File: config.mk
export PLATFORM = sky130hd
export DESIGN_NAME = instr_fetch_unit
export DESIGN_NICKNAME = d
export VERILOG_FILES = /design/src/rtl/riscv_pkg.sv /design/src/rtl/ifu_fifo.sv /design/src/rtl/instr_fetch_unit.sv
export SDC_FILE = /design/constraint.sdc
export NUM_CORES = 1
export LEC_CHECK = 0
export ABC_AREA = 0
export BUFFER_PORTS_ARGS = -buffer_cell sky130_fd_sc_hd__buf_2
export CORE_MARGIN = 2
export CORE_UTILIZATION = 56
export DETAILED_ROUTE_END_ITERATION = 6
export PLACE_DENSITY_LB_ADDON = 0.12
export SYNTH_ARGS = -nofsm -noshare
export SYNTH_HDL_FRONTEND = slang
export SYNTH_SLANG_ARGS = --single-unit
File: constraint.sdc
create_clock -name clk -period 3.5 [get_ports clk]
set_input_delay 0.35 -clock clk [delete_from_list [all_inputs] [get_ports clk]]
set_output_delay 0.35 -clock clk [all_outputs]
set_load 0.1 [all_outputs]
File: src/rtl/riscv_pkg.sv
// Shared fetch-side types and constants for the instruction fetch front end.
package riscv_pkg;

    localparam int unsigned XLEN = 32;
    localparam logic [XLEN-1:0] NOP_INSTR = 32'h0000_0013;

    typedef enum logic [1:0] {
        S_REQ,
        S_WAIT,
        S_DRAIN
    } fetch_state_e;

    typedef struct packed {
        logic [XLEN-1:0] instr;
        logic [XLEN-1:0] pc;
    } fetch_entry_t;

endpackage

File: src/rtl/ifu_fifo.sv
// Synchronous instruction buffer of {instr, pc} entries with flush, occupancy count and empty flag.
module ifu_fifo
    import riscv_pkg::*;
#(
    parameter int unsigned DEPTH = 4
) (
    input  logic                        clk,
    input  logic                        reset_n,
    input  logic                        flush,
    input  logic                        push,
    input  logic                        pop,
    input  logic [$bits(fetch_entry_t)-1:0] wdata,
    output logic [$bits(fetch_entry_t)-1:0] rdata,
    output logic [$clog2(DEPTH):0]      count,
    output logic                        empty
);

    localparam int unsigned PTR_W = $clog2(DEPTH);
    localparam int unsigned CNT_W = PTR_W + 1;
    localparam int unsigned W     = $bits(fetch_entry_t);
    localparam logic [PTR_W-1:0] PTR_ONE  = PTR_W'(1);
    localparam logic [CNT_W-1:0] CNT_ONE  = CNT_W'(1);
    localparam logic [CNT_W-1:0] FULL_CNT = CNT_W'(DEPTH);

    logic [W-1:0]     mem_q [DEPTH];
    logic [PTR_W-1:0] wr_ptr_q, rd_ptr_q;
    logic [CNT_W-1:0] count_q;
    logic             full, do_push, do_pop;

    assign full    = (count_q == FULL_CNT);
    assign empty   = (count_q == '0);
    assign do_push = push && !full;
    assign do_pop  = pop && !empty;
    assign count   = count_q;
    assign rdata   = mem_q[rd_ptr_q];

    always_ff @(posedge clk or negedge reset_n) begin
        if (!reset_n) begin
            wr_ptr_q <= '0;
            rd_ptr_q <= '0;
            count_q  <= '0;
        end else if (flush) begin
            wr_ptr_q <= '0;
            rd_ptr_q <= '0;
            count_q  <= '0;
        end else begin
            if (do_push) wr_ptr_q <= wr_ptr_q + PTR_ONE;
            if (do_pop)  rd_ptr_q <= rd_ptr_q + PTR_ONE;
            if (do_push && !do_pop)      count_q <= count_q + CNT_ONE;
            else if (do_pop && !do_push) count_q <= count_q - CNT_ONE;
        end
    end

    // Storage needs no reset: entries are only visible while count is non-zero.
    always_ff @(posedge clk) begin
        if (do_push && !flush) mem_q[wr_ptr_q] <= wdata;
    end

endmodule

File: src/rtl/instr_fetch_unit.sv
// Instruction fetch front end: PC, single-outstanding imem requests, buffered hand-off to decode.
// Optional IFU_MISALIGN_CHK_EN: misaligned redirect targets raise fetch_err and are ignored.
module instr_fetch_unit
    import riscv_pkg::*;
#(
    parameter logic [31:0] RESET_PC   = 32'h0000_0000,
    parameter int unsigned FIFO_DEPTH = 4
) (
    input  logic        clk,
    input  logic        reset_n,
    output logic        imem_req,
    output logic [31:0] imem_addr,
    input  logic        imem_gnt,
    input  logic        imem_rvalid,
    input  logic [31:0] imem_rdata,
    input  logic        br_taken,
    input  logic [31:0] br_target,
    output logic        instr_valid,
    input  logic        instr_ready,
    output logic [31:0] instr,
    output logic [31:0] instr_pc,
    output logic        fetch_err
);

    localparam int unsigned CNT_W = $clog2(FIFO_DEPTH) + 1;
    localparam logic [CNT_W-1:0] FULL_CNT = CNT_W'(FIFO_DEPTH);

    fetch_state_e     state_q, state_d;
    logic [31:0]      pc_q, pc_d;
    logic             req_en_q;
    logic             redirect, req_acc, fifo_push, fifo_pop, fifo_empty;
    logic [31:0]      target;
    logic [CNT_W-1:0] fifo_count;
    fetch_entry_t     push_entry, head;

`ifdef IFU_MISALIGN_CHK_EN
    assign redirect  = br_taken && (br_target[1:0] == 2'b00);
    assign fetch_err = br_taken && (br_target[1:0] != 2'b00);
    assign target    = br_target;
`else
    assign redirect  = br_taken;
    assign fetch_err = 1'b0;
    assign target    = br_target & 32'hFFFF_FFFC;
`endif

    assign req_acc   = imem_req && imem_gnt;
    assign imem_addr = {pc_q[31:2], 2'b00};

    always_comb begin
        state_d   = state_q;
        pc_d      = pc_q;
        imem_req  = 1'b0;
        fifo_push = 1'b0;
        unique case (state_q)
            S_REQ: begin
                // Room is reserved for the single outstanding word, so gate on occupancy only.
                imem_req = req_en_q && (fifo_count < FULL_CNT);
                if (req_acc) begin
                    pc_d    = pc_q + 32'd4;
                    state_d = S_WAIT;
                end
            end
            S_WAIT: begin
                if (imem_rvalid) begin
                    fifo_push = 1'b1;
                    state_d   = S_REQ;
                end
            end
            S_DRAIN: begin
                if (imem_rvalid) state_d = S_REQ;
            end
            default: state_d = S_REQ;
        endcase
        if (redirect) begin
            pc_d      = target;
            fifo_push = 1'b0;
            if ((state_q == S_REQ && req_acc) || (state_q == S_WAIT && !imem_rvalid)) begin
                state_d = S_DRAIN;
            end
        end
    end

    always_ff @(posedge clk or negedge reset_n) begin
        if (!reset_n) begin
            state_q  <= S_REQ;
            pc_q     <= RESET_PC;
            req_en_q <= 1'b0;
        end else begin
            state_q  <= state_d;
            pc_q     <= pc_d;
            req_en_q <= 1'b1;
        end
    end

    // The response always belongs to the address just before the advanced pc.
    assign push_entry = '{instr: imem_rdata, pc: pc_q - 32'd4};
    assign fifo_pop   = instr_valid && instr_ready;

    ifu_fifo #(
        .DEPTH (FIFO_DEPTH)
    ) u_fifo (
        .clk     (clk),
        .reset_n (reset_n),
        .flush   (redirect),
        .push    (fifo_push),
        .pop     (fifo_pop),
        .wdata   (push_entry),
        .rdata   (head),
        .count   (fifo_count),
        .empty   (fifo_empty)
    );

    assign instr_valid = !fifo_empty;
    assign instr       = fifo_empty ? NOP_INSTR : head.instr;
    assign instr_pc    = fifo_empty ? 32'h0 : head.pc;

endmodule
# Word level (Yosys, flattened, before mapping)

Memories as Yosys holds them, arrays and structs flattened.
Index checks and enable logic that the tools add are counted.
Widths: inputs -> output; s select.

Multiplexer cells: 23
Order comparisons: 1
Reductions and logical operators: 26
Add/sub/neg operators: 6
Equality and inequality tests: 3

Operators by type and width:

| cell                  | count |
|---|---|
| $mux 32               | 5 |
| $add 32x3->32 const B | 1 |
| $sub 32x3->32 const B | 1 |
| $mux 2                | 8 |
| $logic_and 1x1->1     | 10 |
| $mux 3                | 3 |
| $reduce_bool 2->1     | 4 |
| $logic_not 1->1       | 6 |
| $mux 1                | 6 |
| $add 2x1->2 const B   | 2 |
| $pmux 2 s2            | 1 |
| $add 3x1->3 const B   | 1 |
| $eq 3x3->1 const B    | 1 |
| $logic_not 3->1       | 1 |
| $lt 3x3->1 const B    | 1 |
| $reduce_bool 3->1     | 1 |
| $sub 3x1->3 const B   | 1 |
| $eq 2x1->1 const B    | 1 |
| $eq 2x2->1 const B    | 1 |
| $logic_not 2->1       | 1 |
| $reduce_and 2->1      | 1 |
| $reduce_or 2->1       | 1 |
| $logic_or 1x1->1      | 1 |

Output and inout port bits: 99
Register bits after elaboration: 42
Bits of input ports: 70
Logic and storage cells: 66
Bits in writable memories: 256
Memories kept: 1

Memories:

| memory       | words | width | rd ports | clocked after memory_dff | wr ports | line           | text |
|---|---|---|---|---|---|---|---|
| u_fifo.mem_q | 4     | 64    | 1        | 0                        | 1        | ifu_fifo.sv:25 | `logic [W-1:0] mem_q [DEPTH];` |

# Depth between registers and ports, before layout

Depth in word-level cells: 9
Gate-level depth with buffers: 10
Gate-level depth less buffers: 10

# Modules after synthesis

A second synthesis with hierarchy kept.

Cells, all modules: 784
Area total of the unflattened synthesis: 12824.8 µm²

Modules (own cells, without submodules):

| module           | area an instance (µm²) | cells each | times used | sequential area each (µm²) |
|---|---|---|---|---|
| ifu_fifo         | 9710.6                 | 381        | 1          | 7862.5 |
| instr_fetch_unit | 3114.2                 | 403        | 1          | 825.8 |

# Least setup slack after synthesis

OpenSTA, ideal clock, no wires.

Path kind: reg-to-reg
From: register state_q[1]
To: memory u_fifo.mem_q[2][11] (netlist bit), enable pin
Setup slack: 318 ps
Required time: 3074 ps
Library setup time: 426 ps
Period minus slack after synthesis: 3182 ps
Stages on the path, launching flop included: 6
Data arrival time: 2756 ps
Cells stage by stage: dfrtp_1 inv_1 ha_1 nand2_1 a211oi_2 and2_1

Word-level cells in the longest chain between the ends: 7

RTL lines:

| item                         | line                   | text |
|---|---|---|
| start, declared              | instr_fetch_unit.sv:28 | `fetch_state_e state_q, state_d;` |
| start signal, assigned       | instr_fetch_unit.sv:89 | `state_q <= state_d;` |
| $eq 2x1->1                   | instr_fetch_unit.sv:54 | `unique case (state_q)` |
| $mux 1                       | instr_fetch_unit.sv:54 |  |
| $mux 1                       | instr_fetch_unit.sv:74 | `if (redirect) begin` |
| $logic_and 1x1->1            | ifu_fifo.sv:32         | `assign do_push = push && !full;` |
| $logic_and 1x1->1            | ifu_fifo.sv:56         | `if (do_push && !flush) mem_q[wr_ptr_q] <= wdata;` |
| $mux 1                       | ifu_fifo.sv:56         |  |
| $mux 1 (implied by the code) | ifu_fifo.sv:56         |  |
| end, declared                | ifu_fifo.sv:25         |  |

Every way passes these cells.

# Worst setup path after layout

From: register u_fifo.count_q[2], in the netlist u_fifo.count[2]
To: output port instr_pc[22]

Word-level cells in the longest chain between the ends: 2

RTL lines:

| item                   | line                    | text |
|---|---|---|
| start, declared        | ifu_fifo.sv:27          | `logic [CNT_W-1:0] count_q;` |
| start signal, assigned | ifu_fifo.sv:49          | `if (do_push && !do_pop) count_q <= count_q + CNT_ONE;` |
| start signal, assigned | ifu_fifo.sv:50          | `else if (do_pop && !do_push) count_q <= count_q - CNT_ONE;` |
| $logic_not 3->1        | ifu_fifo.sv:31          | `assign empty = (count_q == '0);` |
| $mux 32                | instr_fetch_unit.sv:115 | `assign instr_pc = fifo_empty ? 32'h0 : head.pc;` |
| end, declared          | instr_fetch_unit.sv:21  | `output logic [31:0] instr_pc,` |

Every way passes these cells.

==> results_dict.tcl <==
set metrics [dict create \
    run_status "finished clean" \
    slew-limit-headroom_pct 38.7 \
    dr.first_iter.drc_count 411 \
    dp_slack_ns 0.821 \
    synth_ff_type "edfxtp_1" \
    crit_start "u_fifo.count[2]" \
    met2WireLength_mm 12.1 \
    vdd_drop_max_mv 0.430 \
    most-common-layout-cells "edfxtp_1 (248), buf_2 (161), mux4_2 (62), nand2_1 (61), and2_1 (61)" \
    crit_buf_inv 4 \
    cp.depth 6 \
    arrival_ns 2.60 \
    tightest_slew_ns 0.919 \
    tns_ns 0 \
    row_count 54 \
    h-tree-depth 1 \
    layout_commonest_cell "edfxtp_1" \
    postSynth.asyncResetShare_pct 13.9 \
    synth-compound-area-share_pct 2.27 \
    synth_top_family_by_area "multiplexers" \
    dieWidth_um 153 \
    finalSetupViolCount 0 \
    top_layer "met4" \
    cts.path.max_buffers 3 \
    cp_max_fo 61 \
    synth-adder-area-share_pct 1.07 \
    startpoint_type "flop" \
    reg2reg_slack_ns 0.83 \
    clock_skew_ns 0.0131 \
    cts_sinks 288 \
    r2r-end "u_fifo.mem_q[0][23]" \
    io_pins 169 \
    reg2reg_from "state_q[1]" \
    slowest_delay_ns 0.56 \
    holdWs_ns 0.0220 \
    grt_pass1_vias 7199 \
    drv_cap 0 \
    design.core.area_um2 21800 \
    initial_utilization_pct 57.0 \
    antenna_left 0 \
    yosysTopAreaCellShare_pct 60.0 \
    synthSimpleGateAreaFrac_pct 10.6 \
    crit_required_ns 3.15 \
    syn-cell-area_um2 12400 \
    synthMuxAreaShare_pct 11.4 \
    die_h_um 153 \
    multi_input_comb_area_um2 3680 \
    setup_ws_ns 0.554 \
    grt_pass1_wl_mm 38.6 \
    io_buffers 161 \
    drive_gt1_share_pct 32.1 \
    hpwlAfterDp_mm 15.5 \
    fin_area_um2 14500 \
    hold-path-cell-count 3 \
    yosys.area.top_type "edfxtp_1" \
    leakagePower_nw 5.22 \
    wirelength_mm 24.2 \
    critical_path_class "flop to output port" \
    synth-seq-cells 288 \
    antenna_found_initial 1 \
    overflow 0 \
    p_per_area_nw_per_um2 774 \
    yosysWarnings 0 \
    rsz0062_at_grt "no" \
    clock_latency_ns 0.54 \
    syn_avg_cell_area_um2 16.3 \
    cp_top_family "buffers and inverters" \
    wl_per_cell_um 19.8 \
    ys_seq_area_share_pct 68.1 \
    drcViolationCount 0 \
    drt_first_pass_iters 4 \
    final_net_count 998 \
    place_area_um2 13500 \
    slowest_stage "dfrtp_1" \
    final-hold-violation-count 0 \
    wl_met3_mm 1.47 \
    grt.total_usage_pct 20.8 \
    fill_cells 1522 \
    synthCells 761 \
    slew_viol_final 0 \
    crit_path_cell_trace "nor3_1 -> buf_4 -> inv_2 -> buf_4 -> and2_1 -> buf_2" \
    timing.final.crit_period_ns 2.95 \
    cts_tree "done" \
    cp_common_cell "buf_4" \
    clk_pin_slew_ns 0.06 \
    ff_latch_area_um2 8450 \
    grt_max_degree 68 \
    cts-root-buf "clkbuf_16" \
    synth_xor_area_share_pct 4.02 \
    worst_setup_path_end_kind "output port" \
    design.die.area_um2 23400 \
    post-route-util_pct 66.5 \
    synth_cell_type_count 51 \
    area_growth_pct 16.6 \
    synth_edf_count 248 \
    max_clock_freq_mhz 339 \
    numCtsBuffers 29 \
    rr_worst_depth 6 \
    num_vias 6958 \
    synthTopCellsByArea "edfxtp_1 (60%), mux4_2 (11%), dfrtp_1 (8.1%)" \
    finalCritPeriodShare_pct 84.2 \
    wl_met1_mm 10.2 \
    crit_end "instr_pc[22]" \
    finalWeightedCongestion 0.812 \
    holdCritPathClass "input pin to flop" \
    viasPerCell 5.70 \
]
metal layers:
layer  vias to the layer above  track usage (%)
met5                         -                0
met3                        34             3.43
met2                       222             35.1
met1                      3517             29.0
met4                         0             4.63
li1                       3185                -
worst register-to-register path, stage by stage (launching register included):
cell and delay [ns]:
dfrtp_1 0.40, inv_1 0.09, ha_1 0.21, nand2_1 0.18, a211oi_2 0.61, and2_4 0.50
buf_12 0.32
metrics by stage:
stage                     power, W  std cells
after global routing        0.0116       1220
after CTS                   0.0113       1220
after detailed placement   0.00826       1166
after floorplan            0.00756        765
final                       0.0112       1221
after global placement     0.00821       1166
what timing repair did:
action / CTS / global route
hold buffers: 1 / 0
resized for setup: 0 / 0
hold endpoints to repair: 40 / 0
buffers inserted: 0 / 0
worst min-delay path by stage:
stage / from / end / slack, ns
6_report: br_target[21] / pc_q[21] / 0.02
3_5_place_dp: reset_n / pc_q[24] / 0.55
5_1_grt: imem_rdata[28] / u_fifo.mem_q[2][60] / 0.004
2_1_floorplan: reset_n / pc_q[10] / 0.05
3_3_place_gp: reset_n / pc_q[27] / 0.52
4_1_cts: br_target[7] / pc_q[7] / 0.005
where the power goes:
group          switching, W  internal, W  total, W
sequential         0.000149      0.00390   0.00405
clock               0.00124      0.00181   0.00305
combinational       0.00323     0.000874   0.00410
total               0.00462      0.00658    0.0112
cells by family (layout without fill, tap and decap cells):
kind of cell | after synthesis | in the layout
DFF | 288 | 288
buffers and inverters | 66 | 241
adders and majority gates | 10 | 10
other | 2 | 7
muxes | 64 | 64
xor gates and xnor gates | 57 | 57
and+or+nand+nor | 225 | 225
AOI/OAI and AO/OA | 49 | 49
cell type report:
| type | count | share of cell area (%) |
|---|---|---|
| clock inverters | 20 | 1.38 |
| diodes | 1 | 0.0173 |
| multi-input cells | 411 | 25.5 |
| inverters | 13 | 0.337 |
| clock buffers | 33 | 5.12 |
| well taps | 280 | 2.42 |
| flip-flops and latches | 288 | 58.4 |
| repair buffers | 175 | 6.83 |
Yosys cell counts, types with 8 or more instances:
cell and instances:
edfxtp_1 248, o21ai_1 28, nand4_1 17, dfrtp_1 40
ha_1 9, xnor2_1 16, buf_2 17, and2_1 65
clkbuf_1 29, inv_1 12, nor2_1 21, mux4_2 62
and3_1 8, nand3_1 11, nor3_1 9, nand2_1 61
xor2_1 41
sequential cells by signal, indices dropped and copies added, names as in the netlist:
signal           cells
u_fifo.mem_q       248
pc_q                30
u_fifo.count         3
state_q              2
u_fifo.rd_ptr_q      2
u_fifo.wr_ptr_q      2
req_en_q             1
(Power assumes the default switching activity.)
